### src/rtl/axi4lite_pkg.sv
// Shared AXI4-Lite response codes and bridge state encoding.
package axi4lite_pkg;

    typedef enum logic [1:0] {
        RESP_OKAY   = 2'b00,
        RESP_EXOKAY = 2'b01,
        RESP_SLVERR = 2'b10,
        RESP_DECERR = 2'b11
    } resp_t;

    typedef enum logic [2:0] {
        ST_IDLE    = 3'd0,
        ST_WR_REQ  = 3'd1,
        ST_WR_RESP = 3'd2,
        ST_RD_REQ  = 3'd3,
        ST_RD_DATA = 3'd4,
        ST_RESP    = 3'd5
    } bridge_state_t;

    function automatic logic is_wait_state(input bridge_state_t s);
        return (s == ST_WR_REQ) || (s == ST_WR_RESP) ||
               (s == ST_RD_REQ) || (s == ST_RD_DATA);
    endfunction

endpackage

### src/rtl/axi4_lite.sv
// AXI4-Lite signal bundle with master and slave views.
interface axi4_lite #(
    parameter int ADDR_WIDTH = 32,
    parameter int DATA_WIDTH = 32
);
    logic                      awvalid;
    logic                      awready;
    logic [ADDR_WIDTH-1:0]     awaddr;
    logic [2:0]                awprot;
    logic                      wvalid;
    logic                      wready;
    logic [DATA_WIDTH-1:0]     wdata;
    logic [DATA_WIDTH/8-1:0]   wstrb;
    logic                      bvalid;
    logic                      bready;
    logic [1:0]                bresp;
    logic                      arvalid;
    logic                      arready;
    logic [ADDR_WIDTH-1:0]     araddr;
    logic [2:0]                arprot;
    logic                      rvalid;
    logic                      rready;
    logic [DATA_WIDTH-1:0]     rdata;
    logic [1:0]                rresp;

    modport master (
        output awvalid, awaddr, awprot, wvalid, wdata, wstrb, bready,
               arvalid, araddr, arprot, rready,
        input  awready, wready, bvalid, bresp, arready, rvalid, rdata, rresp
    );

    modport slave (
        input  awvalid, awaddr, awprot, wvalid, wdata, wstrb, bready,
               arvalid, araddr, arprot, rready,
        output awready, wready, bvalid, bresp, arready, rvalid, rdata, rresp
    );
endinterface

### src/rtl/axilite_timeout_ctr.sv
// Wait-cycle counter: expired is high on the TIMEOUT_CYCLES-th enabled cycle after a clear.
// Holds at the terminal count so it never wraps back to zero while still enabled.
module axilite_timeout_ctr #(
    parameter int unsigned TIMEOUT_CYCLES = 256
) (
    input  logic clk,
    input  logic rst_n,
    input  logic clr,
    input  logic en,
    output logic expired
);
    localparam int unsigned CNT_W = $clog2(TIMEOUT_CYCLES);

    logic [CNT_W-1:0] cnt_q;
    logic [CNT_W-1:0] cnt_d;

    assign expired = en && (cnt_q == CNT_W'(TIMEOUT_CYCLES - 1));

    always_comb begin
        cnt_d = cnt_q;
        if (clr) begin
            cnt_d = '0;
        end else if (en && !expired) begin
            cnt_d = cnt_q + 1'b1;
        end
    end

    always_ff @(posedge clk or negedge rst_n) begin
        if (!rst_n) begin
            cnt_q <= '0;
        end else begin
            cnt_q <= cnt_d;
        end
    end
endmodule

### src/rtl/axilite_master_bridge.sv
// Register command -> single AXI4-Lite transaction; rsp_valid 3 cycles after accept on a zero-wait slave.
// One command in flight: cmd_ready only in IDLE, response held until rsp_ready; a stuck slave aborts via timeout.
module axilite_master_bridge
    import axi4lite_pkg::*;
#(
    parameter int unsigned DATA_WIDTH     = 32,
    parameter int unsigned ADDR_WIDTH     = 32,
    parameter int unsigned TIMEOUT_CYCLES = 256
) (
    input  logic                    clk,
    input  logic                    rst_n,
    input  logic                    cmd_valid,
    output logic                    cmd_ready,
    input  logic                    cmd_write,
    input  logic [ADDR_WIDTH-1:0]   cmd_addr,
    input  logic [DATA_WIDTH-1:0]   cmd_wdata,
    input  logic [DATA_WIDTH/8-1:0] cmd_wstrb,
    output logic                    rsp_valid,
    input  logic                    rsp_ready,
    output logic [DATA_WIDTH-1:0]   rsp_rdata,
    output logic [1:0]              rsp_resp,
    output logic                    rsp_timeout,
    axi4_lite.master                axi
);
    bridge_state_t           state_q, state_d;
    logic [ADDR_WIDTH-1:0]   addr_q, addr_d;
    logic [DATA_WIDTH-1:0]   wdata_q, wdata_d;
    logic [DATA_WIDTH/8-1:0] wstrb_q, wstrb_d;
    logic                    awvalid_q, awvalid_d;
    logic                    wvalid_q, wvalid_d;
    logic                    arvalid_q, arvalid_d;
    logic                    cmd_ready_q, cmd_ready_d;
    logic                    rsp_valid_q, rsp_valid_d;
    logic [DATA_WIDTH-1:0]   rsp_rdata_q, rsp_rdata_d;
    resp_t                   rsp_resp_q, rsp_resp_d;
    logic                    rsp_timeout_q, rsp_timeout_d;

    logic tmo_clr;
    logic tmo_en;
    logic tmo_expired;
    logic aw_done;
    logic w_done;

    axilite_timeout_ctr #(
        .TIMEOUT_CYCLES (TIMEOUT_CYCLES)
    ) u_timeout_ctr (
        .clk     (clk),
        .rst_n   (rst_n),
        .clr     (tmo_clr),
        .en      (tmo_en),
        .expired (tmo_expired)
    );

    assign aw_done = !awvalid_q || axi.awready;
    assign w_done  = !wvalid_q  || axi.wready;

    always_comb begin
        state_d       = state_q;
        addr_d        = addr_q;
        wdata_d       = wdata_q;
        wstrb_d       = wstrb_q;
        awvalid_d     = awvalid_q;
        wvalid_d      = wvalid_q;
        arvalid_d     = arvalid_q;
        rsp_rdata_d   = rsp_rdata_q;
        rsp_resp_d    = rsp_resp_q;
        rsp_timeout_d = rsp_timeout_q;

        case (state_q)
            ST_IDLE: begin
                if (cmd_valid && cmd_ready_q) begin
                    addr_d        = cmd_addr;
                    wdata_d       = cmd_wdata;
                    wstrb_d       = cmd_wstrb;
                    rsp_timeout_d = 1'b0;
                    if (cmd_write) begin
                        state_d   = ST_WR_REQ;
                        awvalid_d = 1'b1;
                        wvalid_d  = 1'b1;
                    end else begin
                        state_d   = ST_RD_REQ;
                        arvalid_d = 1'b1;
                    end
                end
            end
            ST_WR_REQ: begin
                // AW and W retire independently; leave only once both are done.
                if (awvalid_q && axi.awready) awvalid_d = 1'b0;
                if (wvalid_q && axi.wready)   wvalid_d  = 1'b0;
                if (aw_done && w_done) begin
                    state_d = ST_WR_RESP;
                end else if (tmo_expired) begin
                    awvalid_d = 1'b0;
                    wvalid_d  = 1'b0;
                end
            end
            ST_WR_RESP: begin
                if (axi.bvalid) begin
                    rsp_resp_d  = resp_t'(axi.bresp);
                    rsp_rdata_d = '0;
                    state_d     = ST_RESP;
                end
            end
            ST_RD_REQ: begin
                if (axi.arready) begin
                    arvalid_d = 1'b0;
                    state_d   = ST_RD_DATA;
                end else if (tmo_expired) begin
                    arvalid_d = 1'b0;
                end
            end
            ST_RD_DATA: begin
                if (axi.rvalid) begin
                    rsp_resp_d  = resp_t'(axi.rresp);
                    rsp_rdata_d = axi.rdata;
                    state_d     = ST_RESP;
                end
            end
            ST_RESP: begin
                if (rsp_ready) state_d = ST_IDLE;
            end
            default: begin
                state_d = ST_IDLE;
            end
        endcase

        // A real handshake in the expiring cycle wins; otherwise abort with SLVERR.
        if (tmo_expired && (state_d == state_q)) begin
            rsp_resp_d    = RESP_SLVERR;
            rsp_timeout_d = 1'b1;
            rsp_rdata_d   = '0;
            state_d       = ST_RESP;
        end

        cmd_ready_d = (state_d == ST_IDLE);
        rsp_valid_d = (state_d == ST_RESP);
        tmo_clr     = (state_d != state_q);
        tmo_en      = is_wait_state(state_q);
    end

    always_ff @(posedge clk or negedge rst_n) begin
        if (!rst_n) begin
            state_q       <= ST_IDLE;
            addr_q        <= '0;
            wdata_q       <= '0;
            wstrb_q       <= '0;
            awvalid_q     <= 1'b0;
            wvalid_q      <= 1'b0;
            arvalid_q     <= 1'b0;
            cmd_ready_q   <= 1'b0;
            rsp_valid_q   <= 1'b0;
            rsp_rdata_q   <= '0;
            rsp_resp_q    <= RESP_OKAY;
            rsp_timeout_q <= 1'b0;
        end else begin
            state_q       <= state_d;
            addr_q        <= addr_d;
            wdata_q       <= wdata_d;
            wstrb_q       <= wstrb_d;
            awvalid_q     <= awvalid_d;
            wvalid_q      <= wvalid_d;
            arvalid_q     <= arvalid_d;
            cmd_ready_q   <= cmd_ready_d;
            rsp_valid_q   <= rsp_valid_d;
            rsp_rdata_q   <= rsp_rdata_d;
            rsp_resp_q    <= rsp_resp_d;
            rsp_timeout_q <= rsp_timeout_d;
        end
    end

    assign cmd_ready   = cmd_ready_q;
    assign rsp_valid   = rsp_valid_q;
    assign rsp_rdata   = rsp_rdata_q;
    assign rsp_resp    = rsp_resp_q;
    assign rsp_timeout = rsp_timeout_q;

    assign axi.awvalid = awvalid_q;
    assign axi.awaddr  = addr_q;
    assign axi.awprot  = 3'b000;
    assign axi.wvalid  = wvalid_q;
    assign axi.wdata   = wdata_q;
    assign axi.wstrb   = wstrb_q;
    assign axi.bready  = (state_q == ST_WR_RESP);
    assign axi.arvalid = arvalid_q;
    assign axi.araddr  = addr_q;
    assign axi.arprot  = 3'b000;
    assign axi.rready  = (state_q == ST_RD_DATA);
endmodule

### src/flat_wrapper.sv
// flat-port wrapper written by rule: the top's interface ports become plain ports
module axilite_master_bridge_flat import axi4lite_pkg::*;
#(
    parameter int unsigned DATA_WIDTH     = 32,
    parameter int unsigned ADDR_WIDTH     = 32,
    parameter int unsigned TIMEOUT_CYCLES = 256
)
  (clk, rst_n, cmd_valid, cmd_ready, cmd_write, cmd_addr, cmd_wdata, cmd_wstrb, rsp_valid, rsp_ready, rsp_rdata, rsp_resp, rsp_timeout, axi_awvalid, axi_awaddr, axi_awprot, axi_wvalid, axi_wdata, axi_wstrb, axi_bready, axi_arvalid, axi_araddr, axi_arprot, axi_rready, axi_awready, axi_wready, axi_bvalid, axi_bresp, axi_arready, axi_rvalid, axi_rdata, axi_rresp);
  axi4_lite #(.ADDR_WIDTH(ADDR_WIDTH), .DATA_WIDTH(DATA_WIDTH)) axi_i ();
  input  logic clk;
  input  logic rst_n;
  input  logic cmd_valid;
  output logic cmd_ready;
  input  logic cmd_write;
  input  logic [ADDR_WIDTH-1:0] cmd_addr;
  input  logic [DATA_WIDTH-1:0] cmd_wdata;
  input  logic [DATA_WIDTH/8-1:0] cmd_wstrb;
  output logic rsp_valid;
  input  logic rsp_ready;
  output logic [DATA_WIDTH-1:0] rsp_rdata;
  output logic [1:0] rsp_resp;
  output logic rsp_timeout;
  output wire logic [$bits(axi_i.awvalid)-1:0] axi_awvalid;
  output wire logic [$bits(axi_i.awaddr)-1:0] axi_awaddr;
  output wire logic [$bits(axi_i.awprot)-1:0] axi_awprot;
  output wire logic [$bits(axi_i.wvalid)-1:0] axi_wvalid;
  output wire logic [$bits(axi_i.wdata)-1:0] axi_wdata;
  output wire logic [$bits(axi_i.wstrb)-1:0] axi_wstrb;
  output wire logic [$bits(axi_i.bready)-1:0] axi_bready;
  output wire logic [$bits(axi_i.arvalid)-1:0] axi_arvalid;
  output wire logic [$bits(axi_i.araddr)-1:0] axi_araddr;
  output wire logic [$bits(axi_i.arprot)-1:0] axi_arprot;
  output wire logic [$bits(axi_i.rready)-1:0] axi_rready;
  input wire logic [$bits(axi_i.awready)-1:0] axi_awready;
  input wire logic [$bits(axi_i.wready)-1:0] axi_wready;
  input wire logic [$bits(axi_i.bvalid)-1:0] axi_bvalid;
  input wire logic [$bits(axi_i.bresp)-1:0] axi_bresp;
  input wire logic [$bits(axi_i.arready)-1:0] axi_arready;
  input wire logic [$bits(axi_i.rvalid)-1:0] axi_rvalid;
  input wire logic [$bits(axi_i.rdata)-1:0] axi_rdata;
  input wire logic [$bits(axi_i.rresp)-1:0] axi_rresp;
  assign axi_awvalid = axi_i.awvalid;
  assign axi_awaddr = axi_i.awaddr;
  assign axi_awprot = axi_i.awprot;
  assign axi_wvalid = axi_i.wvalid;
  assign axi_wdata = axi_i.wdata;
  assign axi_wstrb = axi_i.wstrb;
  assign axi_bready = axi_i.bready;
  assign axi_arvalid = axi_i.arvalid;
  assign axi_araddr = axi_i.araddr;
  assign axi_arprot = axi_i.arprot;
  assign axi_rready = axi_i.rready;
  assign axi_i.awready = axi_awready;
  assign axi_i.wready = axi_wready;
  assign axi_i.bvalid = axi_bvalid;
  assign axi_i.bresp = axi_bresp;
  assign axi_i.arready = axi_arready;
  assign axi_i.rvalid = axi_rvalid;
  assign axi_i.rdata = axi_rdata;
  assign axi_i.rresp = axi_rresp;
  axilite_master_bridge #(.DATA_WIDTH(DATA_WIDTH), .ADDR_WIDTH(ADDR_WIDTH), .TIMEOUT_CYCLES(TIMEOUT_CYCLES)) u_core (.clk(clk), .rst_n(rst_n), .cmd_valid(cmd_valid), .cmd_ready(cmd_ready), .cmd_write(cmd_write), .cmd_addr(cmd_addr), .cmd_wdata(cmd_wdata), .cmd_wstrb(cmd_wstrb), .rsp_valid(rsp_valid), .rsp_ready(rsp_ready), .rsp_rdata(rsp_rdata), .rsp_resp(rsp_resp), .rsp_timeout(rsp_timeout), .axi(axi_i));
endmodule
### config.mk
export PLATFORM = sky130hd
export DESIGN_NAME = axilite_master_bridge_flat
export DESIGN_NICKNAME = d
export VERILOG_FILES = /design/src/rtl/axi4lite_pkg.sv /design/src/rtl/axi4_lite.sv /design/src/rtl/axilite_timeout_ctr.sv /design/src/rtl/axilite_master_bridge.sv /design/src/flat_wrapper.sv
export SDC_FILE = /design/constraint.sdc
export NUM_CORES = 1
export LEC_CHECK = 0
export CORE_ASPECT_RATIO = 1.25
export CORE_UTILIZATION = 37
export CTS_CLUSTER_DIAMETER = 40
export DETAILED_ROUTE_END_ITERATION = 7
export MAX_ROUTING_LAYER = met4
export PLACE_DENSITY = 0.85
export SYNTH_ARGS = -nofsm -noshare
export SYNTH_HDL_FRONTEND = slang
export SYNTH_SLANG_ARGS = --single-unit
### constraint.sdc
create_clock -name clk -period 2.05 [get_ports clk]
set_input_delay 0.41 -clock clk [delete_from_list [all_inputs] [get_ports clk]]
set_output_delay 0.41 -clock clk [all_outputs]
set_load 0.005 [all_outputs]
* Word-level counts from Yosys, hierarchy flattened
Index checks and enable logic that the tools add are counted.
Word-level totals: RAM bits 0, memories 0, word-level logic and storage cells 94, flip-flop bits (word level) 119, ROM bits 0, latch bits 0, output and inout bits 148
Operators by class: shift operators 0, reductions and logical operators 28, add/sub/neg operators 1, multiply operators 0, bitwise gates (word level) 0, eq/ne operators 15, magnitude comparators 0, div/mod/pow operators 0, multiplexer cells 37
Operators by type and width (number):
- two-way mux 32 bit | 3
- one-hot mux 32 bit (2 select lines) | 1
- two-way mux 3 bit | 7
- one-hot mux 3 bit (6 select lines) | 1
- two-way mux 8 bit | 2
- two-way mux 1 bit | 15
- nonzero test 2 bit | 5
- == test 3 bit (second input constant) | 3
- adder 8 x 1 -> 8 bit (second input constant) | 1
- == test 8 bit (second input constant) | 1
- two-way mux 2 bit | 4
- logical AND 1 bit | 7
- == test 3 x 2 -> 1 bit (second input constant) | 2
- zero test 3 bit | 2
- inequality test 3 x 1 -> 1 bit (second input constant) | 2
- one-hot mux 1 bit (2 select lines) | 3
- AND reduction 3 bit | 2
- logical OR 1 bit | 5
- inequality test 2 bit (second input constant) | 2
- one-hot mux 2 bit (2 select lines) | 1
- AND reduction 2 bit | 2
- AND reduction 4 bit | 1
- == test 3 x 1 -> 1 bit (second input constant) | 1
- == test 3 bit | 1
- other kinds (5) | 7

* Depth between registers and ports, before layout
Gate-level depths: netlist of the first run.
depth after elaboration 10, depth in mapped cells 9, depth with buffers taken out 6

* Modules after synthesis
From an unflattened synthesis of the first run, not the netlist that was laid out.
Second synthesis, totals: cells, all modules 545, area total of the unflattened synthesis 5298.8 um^2
Modules (own cells, without submodules):
- axilite_master_bridge | cells each 495, sequential area each 2777.7 um^2, instances 1, area an instance 4825.9 um^2
- axilite_timeout_ctr | cells each 50, sequential area each 200.2 um^2, instances 1, area an instance 473.0 um^2

* Least setup slack after synthesis of the first run
No wires, ideal clock.
path type register -> register, start register u_core.u_timeout_ctr.cnt_q[0], end register u_core.rsp_rdata_q[0] (netlist: u_core.rsp_rdata[0]), period minus slack after synthesis 2018 ps, stages on the path, launching flop included 9, setup slack 32 ps, data arrival time 1897 ps, data required time 1929 ps, buffers on the path 2, cells stage by stage dfrtp_1 > ha_1 > nand3_2 > nor4_2 > or4b_1 > a2bb2oi_2 > buf_6 > buf_6 > nor2_1
Between the ends: cells in the longest elaborated chain, start to end 5
RTL lines:
- start: declaration | RTL line axilite_timeout_ctr.sv:14 | logic [CNT_W-1:0] cnt_q;
- start signal: assignment | RTL line axilite_timeout_ctr.sv:32 | cnt_q <= cnt_d;
- == test 8 bit * | RTL line axilite_timeout_ctr.sv:17 | assign expired = en && (cnt_q == CNT_W'(TIMEOUT_CYCLES - 1));
- logical AND 1 bit * | RTL line axilite_timeout_ctr.sv:17
- logical AND 1 bit * | RTL line axilite_master_bridge.sv:128 | if (tmo_expired && (state_d == state_q)) begin
- inequality test 3 x 1 -> 1 bit (no line) / nonzero test 3 bit (equally long branches)
- AND reduction 3 bit (no line)
- end signal: assignment | RTL line axilite_master_bridge.sv:165 | rsp_rdata_q <= rsp_rdata_d;
- end: declaration | RTL line axilite_master_bridge.sv:34 | logic [DATA_WIDTH-1:0] rsp_rdata_q, rsp_rdata_d;
Mark *: on every way between the ends. The rest lies on a longest branch, timed or not. A chain may end at the register's enable or synchronous reset.

* Final worst setup path of the first run
start register u_core.u_timeout_ctr.cnt_q[0], end register u_core.rsp_rdata_q[5] (netlist: u_core.rsp_rdata[5])
The elaborated chain is that of the path after synthesis.

==> results.md, run 1 <==
- Synth cell count leaders: dfrtp_1 (119), mux2_2 (68), nor2_1 (45)
- Layout Utilization: 64.8%
- Total GRT Usage: 22.3%
- Critical Path Fanout Max: 9
- Failing checks: setup timing
- GR Overflow Total: 0
- Finish-stage setup viols: 38
- FMAX: 457 MHz
- Final critical-path share of the clock period: 107%
- Clock slew at reported path FFs: about 60 ps
- Post-route clock skew: 16.6 ps
- Synth Area in Compound Gates: 8.23%
- Top post-synthesis cells by area: dfrtp_1 (57%), mux2_2 (15%), buf_4 (5.5%)
- Critical Path Stages: 8
- CP cell instances: ha_2 -> nand3_4 -> nor4_4 -> or4b_4 -> a2bb2oi_4 -> buf_12 -> clkbuf_16 -> nor2_1
- Num CTS Buffers: 17
- Startpoint Class: flop
- FF-to-FF path depth: 8
- Max-Cap Viols: 0
- # clock sinks: 119
- Largest family of logic cells by synthesized area: multiplexers
- Setup TNS: -3790 ps
- Outcome: finished, violations left
- Post-synthesis adder-cell area fraction: less than 1%
- Slowest cell on crit path: or4b_4
- Register area share after synthesis: a little under three fifths
- CP bufs+invs: 2
- Arrival @ worst endpoint: 2480 ps
- Die area: 0.0146 mm2
- Proportion of layout cells with a drive suffix above 1: 26.8%
- Antenna violations before repair: 0
- Post-Syn Area: between 0.005 and 0.006 mm2
- XOR/XNOR Fraction of Synth Area: less than 1%
- Final net count: slightly above 800
- Pre-CTS setup slack: -386 ps
- Die W: about 110 um
- Final hold violations: 0
- # DRC: 0
- Ys async rst share: 100%
- Initial drt markers: 148
- WHS Path Cells: 1
- Post-synth cell types: 47
- CTS Buffer Depth: 2
- RSZ-0062 raised after global routing: true
- Lkg Pwr: 0.00375 uW
- Avg Vias per Cell: 5.11
- Cell with the most instances after synthesis: dfrtp_1
- Core footprint: 0.0138 mm2
- Power density over cell area: 1470 mW/mm2
- Die Y-Extent: 135 um
- Worst vdd ir: 0.709 mV
- Root Driver: clkbuf_16
- Total number of placement rows: 48
- Vias in the first global route: 4,835
- PnR Total Power: 13,200 uW
- DRT Wirelength: approximately 16,000 um
- TritonRoute pass-1 iters: 5
- Simple-Gate Fraction of Synth Area: 10.3%
- Antenna-violating nets left: 0
- Required @ worst endpoint: approximately 2300 ps
- CP Class: flop to flop
- Yosys reg bits: 119
- Synth Area per Inst: 12.3 um2
- Detail Placement HPWL: 11,400 um
- Port bufs: 255
- Hold crit path type: flop to flop
- Crit. End Element: flop
- Final GP Congestion: 0.929
- CP delay by family, top: simple AND/OR/NAND/NOR gates
- Post-synth EDFFs: 0
- Initial Utilization: 37.9%
- YS warnings: 0
- Yosys top cell area share: a little under three fifths
- CTS tree: built
- Area grow syn2layout: 71.1%
- Final setup margin: -137 ps
- Crit path largest cell delay: between 500 and 600 ps
- Synth area leader: dfrtp_1
- Global-route wire length before repair: 23,900 um
- Multiplexer share of the synthesized area: 15.3%
- Post-Synthesis Cells: 427
- H-Tree Depth: 4
- Worst-Skew Late Latency: 410 ps
- Max-slew violations: 0
- Ports: 262
- Most common flop cell mapped by yosys: dfrtp_1
- Largest net degree at the start of global routing: 53
- Antenna Diode Count: 0
- Post-DR wirelength/cell: between 15 and 20 um
- Routed vias: 4,555
- Min Tclk post-route: 2190 ps
## flip-flops by register name (all words and copies together) (netlist names)
| name | flops |
|---|---|
| u_core.axi.araddr | 32 |
| u_core.axi.wdata | 32 |
| u_core.rsp_rdata | 32 |
| u_core.u_timeout_ctr.cnt_q | 8 |
| u_core.axi.wstrb | 4 |
| u_core.state_q | 3 |
| u_core.rsp_resp | 2 |
| u_core.axi.arvalid | 1 |
| u_core.axi.awvalid | 1 |
| u_core.axi.wvalid | 1 |
| u_core.cmd_ready | 1 |
| u_core.rsp_timeout | 1 |
| u_core.rsp_valid | 1 |
## logic make-up after synthesis
logic type | count (synthesis)
DFF | 119
and+or+nand+nor | 107
muxes | 71
buffers and inverters | 65
AOI/OAI and AO/OA | 58
xor gates and xnor gates | 5
adders and majority gates | 1
other | 1
## placed cells by master, fill, tap and decap left out, types with 6 or more instances in the layout
cell type,count
clkdlybuf4s50_1,252
dfrtp_1,116
mux2_2,68
buf_4,46
nor2_1,36
a22oi_1,33
clkbuf_16,18
nor3_1,12
nand2_1,10
buf_12,9
clkinvlp_4,7
nand2b_1,6
a21oi_1,6
conb_1,6
## power by group
part | leakage, uW | internal (uW) | switching [uW]
logic | 0.00203 | 4020 | 2200
clock network | 0.000253 | 1700 | 1120
registers | 0.00147 | 3420 | 700
## timing repair
action                                 in CTS  in global routing
setup endpoints to repair                  45                 49
setup buffers                              16                  0
endpoints found under the hold margin      33                  0
pin swaps                                  11                  2
hold buffers                                1                  0
gates resized for setup                    33                 13
gates cloned                                1                  1
## through the flow
step	instance area (um2)	std cells	hold slack (ps)
3_5_place_dp	8060	845	403
4_1_cts	8900	893	481
6_report	8950	892	475
3_3_place_gp	8060	845	388
2_1_floorplan	5250	432	114
5_1_grt	8950	892	511
## cell type report
class	count	area, um2
Fill cell	1076	4860
Multi-Input combinational cell	248	2020
Inverter	3	11.3
Tap cell	175	219
Clock inverter	13	126
Clock buffer	18	439
Sequential cell	119	2980
Timing Repair Buffer	316	3150
## worst paths after layout
check	start	endpoint	slack (ps)
setup / recovery	u_core.u_timeout_ctr.cnt_q[0]$_DFFE_PN0P_	u_core.rsp_rdata[5]$_DFFE_PN0P_	-140
hold / removal	u_core.rsp_timeout$_DFFE_PN0P_	u_core.rsp_timeout$_DFFE_PN0P_	470
setup reg to reg	u_core.u_timeout_ctr.cnt_q[0]$_DFFE_PN0P_	u_core.rsp_rdata[5]$_DFFE_PN0P_	-140
hold reg to reg	u_core.rsp_timeout$_DFFE_PN0P_	u_core.rsp_timeout$_DFFE_PN0P_	470
max in group asynchronous	rst_n	u_core.axi.araddr[2]$_DFFE_PN0P_	790
min in group asynchronous	rst_n	u_core.rsp_rdata[2]$_DFFE_PN0P_	520
## routing by layer
metal / global-route usage (%) / vias to the layer above / share of wire (%)
met5: - / - / 0
met4: 11.5 / 0 / 3.9
met3: 4.92 / 52 / 6.4
li1: - / 2030 / -
met1: 22.6 / 2241 / 36
met2: 39.8 / 232 / 54
Note: power is estimated with default switching activity, not from simulation.
==> run 2: changes to the inputs <==
--- a/config.mk
+++ b/config.mk
@@ -8,3 +8,3 @@
 export CORE_ASPECT_RATIO = 1.25
-export CORE_UTILIZATION = 37
+export CORE_UTILIZATION = 40
 export CTS_CLUSTER_DIAMETER = 40
@@ -12,3 +12,3 @@
 export MAX_ROUTING_LAYER = met4
-export PLACE_DENSITY = 0.85
+export PLACE_DENSITY = 0.87
 export SYNTH_ARGS = -nofsm -noshare
==> constraint.sdc (replaced) <==
create_clock -name clk -period 2.1 [get_ports clk]
set_input_delay 0.42 -clock clk [delete_from_list [all_inputs] [get_ports clk]]
set_output_delay 0.42 -clock clk [all_outputs]
set_load 0.01 [all_outputs]
==> run 2 against run 1 <==
  * Clock-buffer cell count increased by 1
  * Clock power decreased by 3%
  * Critical path type unchanged
  * Setup slack improved by 130 ps
  * The flow still finishes with violations (setup timing)
  * Clock skew decreased by 7.1 ps
  * Combinational power decreased by 1%
  * Utilization increased by 2.4 points
==> results.md, run 2 (synthesis gave the netlist of run 1 again) <==
- Total GRT Usage: 22.7% (+0.35 points)
- Avg Vias per Cell: 5.11 (about the same)
- TritonRoute pass-1 iters: 4 (-1)
- Clock slew at reported path FFs: 60 ps (about the same)
- Worst vdd ir: 0.792 mV (+12%)
- Post-DR wirelength/cell: 17.2 um (-4.0%)
- Total number of placement rows: 46 (-4.2%)
- Detail Placement HPWL: 10,800 um (-5.4%)
- Startpoint Class: flop
- Comb power frac: 47.6% (+0.3 points)
- Required @ worst endpoint: 2440 ps (+100 ps)
- Final GP Congestion: 0.904 (-2.7%)
- Num CTS Buffers: 17 (unchanged)
- Lkg Pwr: 0.00359 uW (-4.4%)
- Max-slew violations: 0 (unchanged)
- Core footprint: 0.0127 mm2 (-7.9%)
- Layout Utilization: 67.2% (+2.4 points)
- Antenna Diode Count: 0 (unchanged)
- Die Y-Extent: 130 um (-3.8%)
- Finish-stage setup viols: 1 (-97%)
- Final hold violations: 0 (unchanged)
- Sequential share of power: 31.2% (about the same)
- DRT Wirelength: 14,700 um (-8.1%)
- CTS tree: built
- Internal power: 8670 uW (-5.1%)
- Initial drt markers: 244 (+65%)
- Antenna-violating nets left: 0 (unchanged)
- CTS Buffer Depth: 2 (unchanged)
- R2r endpoint: u_core.rsp_valid$_DFF_PN0_
- PnR Total Power: 12,900 uW (-2.0%)
- CP Class: flop to flop
- Proportion of layout cells with a drive suffix above 1: 21.0% (-5.8 points)
- Outcome: finished, violations left
- Initial Utilization: 41.1% (+3.3 points)
- Root Driver: clkbuf_16
- Die area: 0.0135 mm2 (-7.4%)
- Post-route clock skew: 9.47 ps (-7.15 ps)
- Final critical-path share of the clock period: 100% (-6.6 points)
- Most frequent cells in the layout: clkdlybuf4s50_1 (252), dfrtp_1 (119), mux2_2 (68), nor2_1 (43), a22oi_1 (33)
- Vias in the first global route: 4,760 (-1.6%)
- Power density over cell area: 1510 mW/mm2 (+2.6%)
- Failing checks: setup timing
- Switch Pwr: 4220 uW (+5.1%)
- RSZ-0062 raised after global routing: true
- Port bufs: 255 (unchanged)
- Setup TNS: -3.05 ps (+3790 ps)
- Final setup margin: -3.05 ps (+134 ps)
- # clock sinks: 119 (unchanged)
- Die W: 104 um (-3.8%)
- Final net count: 788 (-3.9%)
- Routed vias: 4,363 (-4.2%)
- Max-Cap Viols: 0 (unchanged)
- Arrival @ worst endpoint: 2440 ps (-40 ps)
- Worst setup path start: u_core.u_timeout_ctr.cnt_q[1]$_DFFE_PN0P_
- Reg2reg setup slack: -3 ps (+130 ps)
- Fill cells: 920 (-14%)
- Crit Reg-Reg Startpoint: u_core.u_timeout_ctr.cnt_q[1]$_DFFE_PN0P_
- CP endpoint: u_core.rsp_valid$_DFF_PN0_
- Switching Fraction: 32.8% (+2.2 points)
- Global-route wire length before repair: 23,200 um (-3.3%)
- # DRC: 0 (unchanged)
- Antenna violations before repair: 0 (unchanged)
- Crit. End Element: flop
- H-Tree Depth: 4 (unchanged)
- Critical Path Fanout Max: 38 (+29)
- Area grow syn2layout: 63.4%
- Worst-Skew Late Latency: 400 ps (about the same)
- Min Tclk post-route: 2100 ps (-84.2 ps)
- GR Overflow Total: 0 (unchanged)
- Ports: 262 (unchanged)
- Hold crit path type: input pin to asynchronous set/reset pin
- FF-to-FF path depth: 7 (-1)
- Clock power share: 21.2% (-0.2 points)
- FMAX: 476 MHz (+4.0%)
- Most common cell after layout, fill and taps aside: clkdlybuf4s50_1
- Largest net degree at the start of global routing: 41 (-23%)
-- run 2: changes by cell type in the layout (fill, tap and decap cells not counted), sizes merged --
cell / before / now
buf: 61 / 29
clkinv: 4 / 5
inv: 4 / 5
clkdlybuf4s15: 0 / 1
clkinvlp: 7 / 5
-- run 2: through the flow --
step	hold WS [ps]	cells	area [um2]	setup slack (ps)
global placement	342	821	7900	-295
floorplan	124	432	5250	81.8
detailed placement	340	821	7900	-349
global route	478	854	8550	-83.1
finish	464	854	8550	-3.05
CTS	463	854	8510	-14.6
-- run 2: layer usage --
| layer | GRT usage [%] | share of wire [%] | vias to the layer above |
|---|---|---|---|
| met5 | - | 0 | - |
| met4 | 8.82 | 1.6 | 0 |
| met3 | 5.24 | 6.2 | 21 |
| li1 | - | - | 1972 |
| met2 | 40.0 | 54 | 239 |
| met1 | 24.9 | 38 | 2131 |
-- run 2: worst min-delay path by stage --
stage | end | from | slack [ps]
3_3_place_gp | u_core.axi.araddr[17]$_DFFE_PN0P_ | rst_n | 340
2_1_floorplan | u_core.axi.araddr[0]$_DFFE_PN0P_ | rst_n | 120
4_1_cts | u_core.axi.araddr[19]$_DFFE_PN0P_ | rst_n | 460
3_5_place_dp | u_core.axi.araddr[19]$_DFFE_PN0P_ | rst_n | 340
5_1_grt | u_core.axi.araddr[19]$_DFFE_PN0P_ | rst_n | 480
6_report | u_core.axi.araddr[19]$_DFFE_PN0P_ | rst_n | 460
-- run 2: power groups by stage --
stage	Combinational, uW	Sequential (uW)	Clock, uW
2_1_floorplan	2490	4370	0
3_5_place_dp	6100	4050	0
5_1_grt	6530	4150	2910
4_1_cts	6140	4040	2800
3_3_place_gp	5940	3970	0
6_report	6130	4030	2740
-- run 2: layout make-up --
class,instances,area (um2),area share [%]
Sequential cell,119,2980,34.8
Timing Repair Buffer,284,2850,33.3
Multi-Input combinational cell,248,1940,22.6
Clock buffer,19,443,5.18
Tap cell,168,210,2.46
Clock inverter,13,125,1.46
Inverter,3,11.3,0.132
-- run 2: critical path, stage by stage (launching register included) --
cell and delay [ps]:
dfrtp_1 410, ha_4 180, nand3_4 90, nor4_4 280
or4b_4 520, a2bb2oi_4 190, buf_12 220, or3_4 160
-- run 2: timing repair --
item | CTS | global route
hold buffers | 1 | 0
setup buffers | 0 | 0
resized for setup | 8 | 10
endpoints found under the setup margin | 40 | 46
endpoints found under the hold margin | 18 | 0
gates cloned | 0 | 0
==> RTL change 1 (flow settings as in run 2) <==
Encoding of `bridge_state_t`: now one-hot (6 bits for 6 states).
--- a/src/rtl/axi4lite_pkg.sv
+++ b/src/rtl/axi4lite_pkg.sv
@@ -9,11 +9,11 @@
     } resp_t;
 
-    typedef enum logic [2:0] {
-        ST_IDLE    = 3'd0,
-        ST_WR_REQ  = 3'd1,
-        ST_WR_RESP = 3'd2,
-        ST_RD_REQ  = 3'd3,
-        ST_RD_DATA = 3'd4,
-        ST_RESP    = 3'd5
+    typedef enum logic [5:0] {
+        ST_IDLE    = 6'b000001,
+        ST_WR_REQ  = 6'b000010,
+        ST_WR_RESP = 6'b000100,
+        ST_RD_REQ  = 6'b001000,
+        ST_RD_DATA = 6'b010000,
+        ST_RESP    = 6'b100000
     } bridge_state_t;
 
Formal check against the unedited RTL: no difference found for any inputs over 4 cycles, from zero or initial values and one cycle with rst_n low; so few cycles prove little.
==> RTL change 1 against run 2 <==
  * The run still ends with setup timing left
  * Core utilization is 2.7 points higher
  * Synthesized cell count is 35% higher
  * Worst setup slack worse by 0.20 ns
  * Power is 4.7% lower
  * Critical path depth is 3 lower
  * Sequential cell count is 3 higher
  * Routed wire length is 16% higher
  * Non-clock buffer count is 25 higher
  * Synthesized area is 4.9% higher
  * Cell area is 9.1% higher
  * Count of clock-buffer cells in the layout stayed put
  * Critical endpoint is now axi_rready
==> RTL change 1: results (changes against run 2) <==
Timing
  • # setup viols final: 48 (+47)
  • Hold_ws: 0.421 ns (-0.0434 ns)
  • Slew headroom: 0.619
  • Setup ws final: -0.208 ns (-0.205 ns)
  • Clock skew: 0.0104 ns (+0.000904 ns)

GRT
  • Largest net degree at the start of global routing: 72 (+76%)
  • Number of global-route vias before repair: 5027 (+5.6%)
  • Tot GR Track Use: 0.237 (+0.0104)
  • Met2 usage: 0.390 (-0.00976)
  • GR Util met1: 0.278 (+0.0293)
  • Met3 Use GR: 0.0414 (-0.0111)
  • Antenna violations before repair: 0 (unchanged)
  • First-pass GRT wire length: 25200 um (+8.6%)

Synth
  • Ranking of synthesized cells by area: dfrtp_1, nand2_1, buf_4
  • Synth Area in XOR/XNOR: 0.0112 (+0.00280)
  • Synth Area in Compound Gates: 0.0916 (+0.00934)
  • Post-synth top cells: nand2_1, dfrtp_1, nor2_1
  • Multiplexer area fraction after synthesis: 0.00570 (-0.147)
  • Area share of fa/ha/maj cells after synthesis: 0.00228 (-0.000113)
  • Fraction of registers with async set/reset: 1.00 (unchanged)
  • Synth cell types: 55 (+17%)
  • Warnings, synthesis: 0 (unchanged)
  • Sequential share of the synthesized area: 0.556 (-0.0129)

Critical path
  • Critical path peak fanout: 2 (-95%)
  • Reg2Reg Depth: 8 (+1)
  • CP endpoint: axi_rready
  • R2r startpoint: u_core.state_q[1]
  • R2r setup slk: -0.13 ns (-0.13 ns)
  • Crit path arrival time: 1.89 ns (-0.55 ns)
  • Setup crit start: u_core.state_q[3]
  • Critical Path Start Type: register
  • Worst R2R End: u_core.rsp_rdata[27]

Drt
  • Pre-Repair DR Iteration Count: 6 (+2)
  • Vias per std cell: 5.03 (-1.5%)
  • Routed wire length: 16900 um (+16%)
  • Iter 0 DRT Violations: 240 (-1.6%)

Clock network
  • Worst-Skew Late Latency: ~0.41 ns
  • CTS Root Cell: clkbuf_16
  • Max clock buf depth: 2 (unchanged)
  • H-tree depth: 4 (unchanged)
  • Clock transition at the registers of the reported paths: 0.06 ns (about the same)
  • CTS buffer count: 17 (unchanged)

Placement
  • Post-Place Cell Area: 0.00817 mm^2 (+3.5%)
  • Placer Congestion: 0.902 (-0.28%)
  • Detail Placement HPWL: 11100 um (+3.2%)
  • PortBufs: 255 (unchanged)

Power
  • Leakage Power: 0.00416 uW (+16%)
  • Int Power: 8170 uW (-5.8%)
  • VDD IR max: 0.000790 V (-0.32%)

Outcome
  • Outcome: complete, but fails checks
  • Failing checks: setup timing

Finish
  • Storage cell area: 0.00305 mm^2 (+2.6%)
  • Fillers: 950 (+3.3%)
  • Final #Nets: 954 (+21%)
  • Layout cells sized above 1: 0.185 (-0.0245)

Worst hold path
  • Worst min path class: input port to asynchronous set/reset pin
RTL change 1: per-stage QoR:
stage / setup TNS [ns] / instances
after floorplan: -0.000440 / 583
after global placement: -0.296 / 974
after detailed placement: -0.663 / 974
after CTS: -6.03 / 1018
after global routing: -7.66 / 1023
final: -4.65 / 1023
RTL change 1: per-layer routing:
layer  vias up  wire, um
li1       2380         -
met3        44       774
met4         0       580
met2       219      9070
met5         -         0
met1      2505      6520
RTL change 1: power groups by stage:
stage          Combinational [uW]  Sequential (uW)  Clock, uW
6_report                     5460             3740       3080
2_1_floorplan                2130             4060          0
3_3_place_gp                 5000             3720          0
5_1_grt                      5860             3840       3250
3_5_place_dp                 5120             3750          0
4_1_cts                      5250             3730       3150
RTL change 1: timing repair:
item                                    CTS  global route
cloned                                    1             2
gates resized for setup                  26            79
setup buffers                            10             4
endpoints found under the setup margin   12            70
hold endpoints to repair                  9             0
hold buffers                              1             0
pin swaps                                13            32
RTL change 1: worst max-delay path, cell delays in order, from the launching register on:
cell and delay (ns):
dfrtp_1 0.40, or4_4 0.53, or3b_4 0.40, inv_2 0.07
buf_6 0.09
RTL change 1: layout make-up:
class                           instances  share of cell area
Timing Repair Buffer                  309               0.337
Clock buffer                           19              0.0464
Tap cell                              171              0.0229
Sequential cell                       122               0.327
Multi-Input combinational cell        386               0.245
Inverter                                3             0.00121
Clock inverter                         13              0.0205
RTL change 1: cell families after synthesis:
| logic type | after synthesis |
|---|---|
| other cells | 1 |
| buf+inv | 75 |
| xor+xnor | 7 |
| simple gates | 305 |
| compound gates | 64 |
| flops | 122 |
| mux | 3 |
| fa+ha+maj | 1 |
==> RTL change 2 (settings of run 2) <==
Without the edit above. `DATA_WIDTH` is set to 32 in 3 places; all go to 48.
--- a/src/rtl/axi4_lite.sv
+++ b/src/rtl/axi4_lite.sv
@@ -2,5 +2,5 @@
 interface axi4_lite #(
     parameter int ADDR_WIDTH = 32,
-    parameter int DATA_WIDTH = 32
+    parameter int DATA_WIDTH = 48
 );
     logic                      awvalid;
--- a/src/rtl/axilite_master_bridge.sv
+++ b/src/rtl/axilite_master_bridge.sv
@@ -4,5 +4,5 @@
     import axi4lite_pkg::*;
 #(
-    parameter int unsigned DATA_WIDTH     = 32,
+    parameter int unsigned DATA_WIDTH     = 48,
     parameter int unsigned ADDR_WIDTH     = 32,
     parameter int unsigned TIMEOUT_CYCLES = 256
--- a/src/flat_wrapper.sv
+++ b/src/flat_wrapper.sv
@@ -2,5 +2,5 @@
 module axilite_master_bridge_flat import axi4lite_pkg::*;
 #(
-    parameter int unsigned DATA_WIDTH     = 32,
+    parameter int unsigned DATA_WIDTH     = 48,
     parameter int unsigned ADDR_WIDTH     = 32,
     parameter int unsigned TIMEOUT_CYCLES = 256
Ports: changed (6 resized); port bits go from 262 to 330. The function was not compared with the original's and may differ.
==> RTL change 2 against run 2 <==
  * The flow still finishes with violations (setup timing)
  * Sequential cell count is 34 higher
  * Core utilization rose by 5.3 points
  * Maximum frequency is 7.9% lower
  * First-iteration DRC count fell by 2.9%
  * Non-clock buffer count is 101 higher
  * Via count up 26%
  * Clock skew grew 0.0011 ns
  * Cell area grew 34%
  * Worst setup slack lost 0.18 ns
  * Power is 30% higher
  * Routed wire length rose by 51%
  * Sequential power up 28%
  * Synthesized area increased by 25%
  * Critical endpoint is now u_core.rsp_rdata[19]
  * Largest cell class is now buffers
  * Highest routed layer unchanged
==> RTL change 2: results (changes against run 2) <==
Placement
  • Detail Placement HPWL: 15000 um (+39%)
  • Post-Place Cell Area: 0.0101 mm^2 (+28%)
  • Pre-CTS WS: -0.384 ns (-0.0349 ns)
  • PortBufs: 323 (+27%)
  • Placer Congestion: 0.892 (-1.4%)

Synth
  • Ranking of synthesized cells by area: dfrtp_1, mux2_2, a22oi_1
  • Post-synth top cells: dfrtp_1, mux2_2, nor2_1
  • Sequential share of the synthesized area: 0.586 (+0.0172)
  • Synth Area in XOR/XNOR: 0.00671 (-0.00166)
  • Area share of fa/ha/maj cells after synthesis: 0.00192 (-0.000475)
  • Synth Area in Compound Gates: 0.0860 (+0.00377)
  • Syn Area/Cell: 12.6 um^2 (+3.1%)
  • Multiplexer area fraction after synthesis: 0.153 (about the same)
  • Synth cell types: 44 (-6.4%)

Timing
  • Setup ws final: -0.184 ns (-0.181 ns)
  • Setup TNS Final: -5.06 ns (-5.06 ns)
  • Clock skew: 0.0106 ns (+0.00111 ns)
  • # setup viols final: 54 (+53)
  • Hold_ws: 0.449 ns (-0.0154 ns)

Finish
  • Multi-input gate share of total cell area: 0.238 (+0.0116)
  • Fillers: 1054 (+15%)
  • Storage cell area: 0.00383 mm^2 (+29%)
  • Final #Nets: 1007 (+28%)
  • Buffers outside the clock class: 385 (+36%)
  • Clock-cell share of area: 0.0518 (-0.0147)
  • Final sequential cell count: 153 (+29%)
  • Utilization after layout: 0.725 (+0.0530)
  • Layout non-clock buf frac: 0.351 (+0.0176)
  • Layout cells sized above 1: 0.293 (+0.0835)
  • #MultiIn Comb: 298 (+20%)
  • Antenna diodes: 1 (+1)

Critical path
  • R2r setup slk: -0.18 ns (-0.18 ns)
  • Reg2Reg Depth: 9 (+2)
  • Cell type of the slowest stage on the worst timing path: or4b_4
  • Critical path peak fanout: 8 (-79%)
  • Crit path arrival time: 2.58 ns (+0.14 ns)
  • R2r startpoint: u_core.u_timeout_ctr.cnt_q[0]

GRT
  • Met2 usage: 0.471 (+0.0711)
  • Met3 Use GR: 0.0654 (+0.0129)
  • First-pass GRT wire length: 32400 um (+40%)
  • Tot GR Track Use: 0.272 (+0.0456)
  • Largest net degree at the start of global routing: 53 (+29%)
  • GR Util met1: 0.291 (+0.0420)
  • Number of global-route vias before repair: 5994 (+26%)

Clock network
  • Postcts setup bufs: 12 (+12)
  • Worst-Skew Late Latency: 0.42 ns (+0.02 ns)

Drt
  • Met1 Wirelength: 8070 um (+44%)
  • Metal3 WL: 1240 um (+37%)
  • Top Metal Used: met4
  • Iter 0 DRT Violations: 237 (-2.9%)
  • Via Count: 5509 (+26%)
  • Met2 wire length: 12100 um (+53%)
  • Routed wire length: 22100 um (+51%)

Outcome
  • Failing checks: setup timing
  • Outcome: complete, but fails checks

Power
  • Leakage Power: 0.00468 uW (+30%)
  • VDD IR max: 0.000854 V (+7.8%)

Floorplanning
  • Die width: 116 um (+11%)
-- RTL change 2: power groups by stage --
stage	sequential [uW]	combinational, uW	clock, uW
after CTS	5160	8300	3160
after detailed placement	5180	7700	0
after global routing	5340	9030	3310
final	5170	8530	3110
after floorplan	5630	2940	0
after global placement	5110	7510	0
-- RTL change 2: worst max-delay path by stage --
stage,startpoint,to,slack [ns],depth (start not counted)
2_1_floorplan,u_core.u_timeout_ctr.cnt_q[0],u_core.rsp_resp[0],0.03,7
3_3_place_gp,axi_bvalid,u_core.rsp_valid,-0.31,8
3_5_place_dp,cmd_valid,u_core.u_timeout_ctr.cnt_q[3],-0.38,9
4_1_cts,u_core.state_q[0],u_core.rsp_valid,-0.21,11
5_1_grt,u_core.u_timeout_ctr.cnt_q[0],u_core.state_q[2],-0.27,9
6_report,u_core.u_timeout_ctr.cnt_q[0],u_core.rsp_rdata[19],-0.18,9
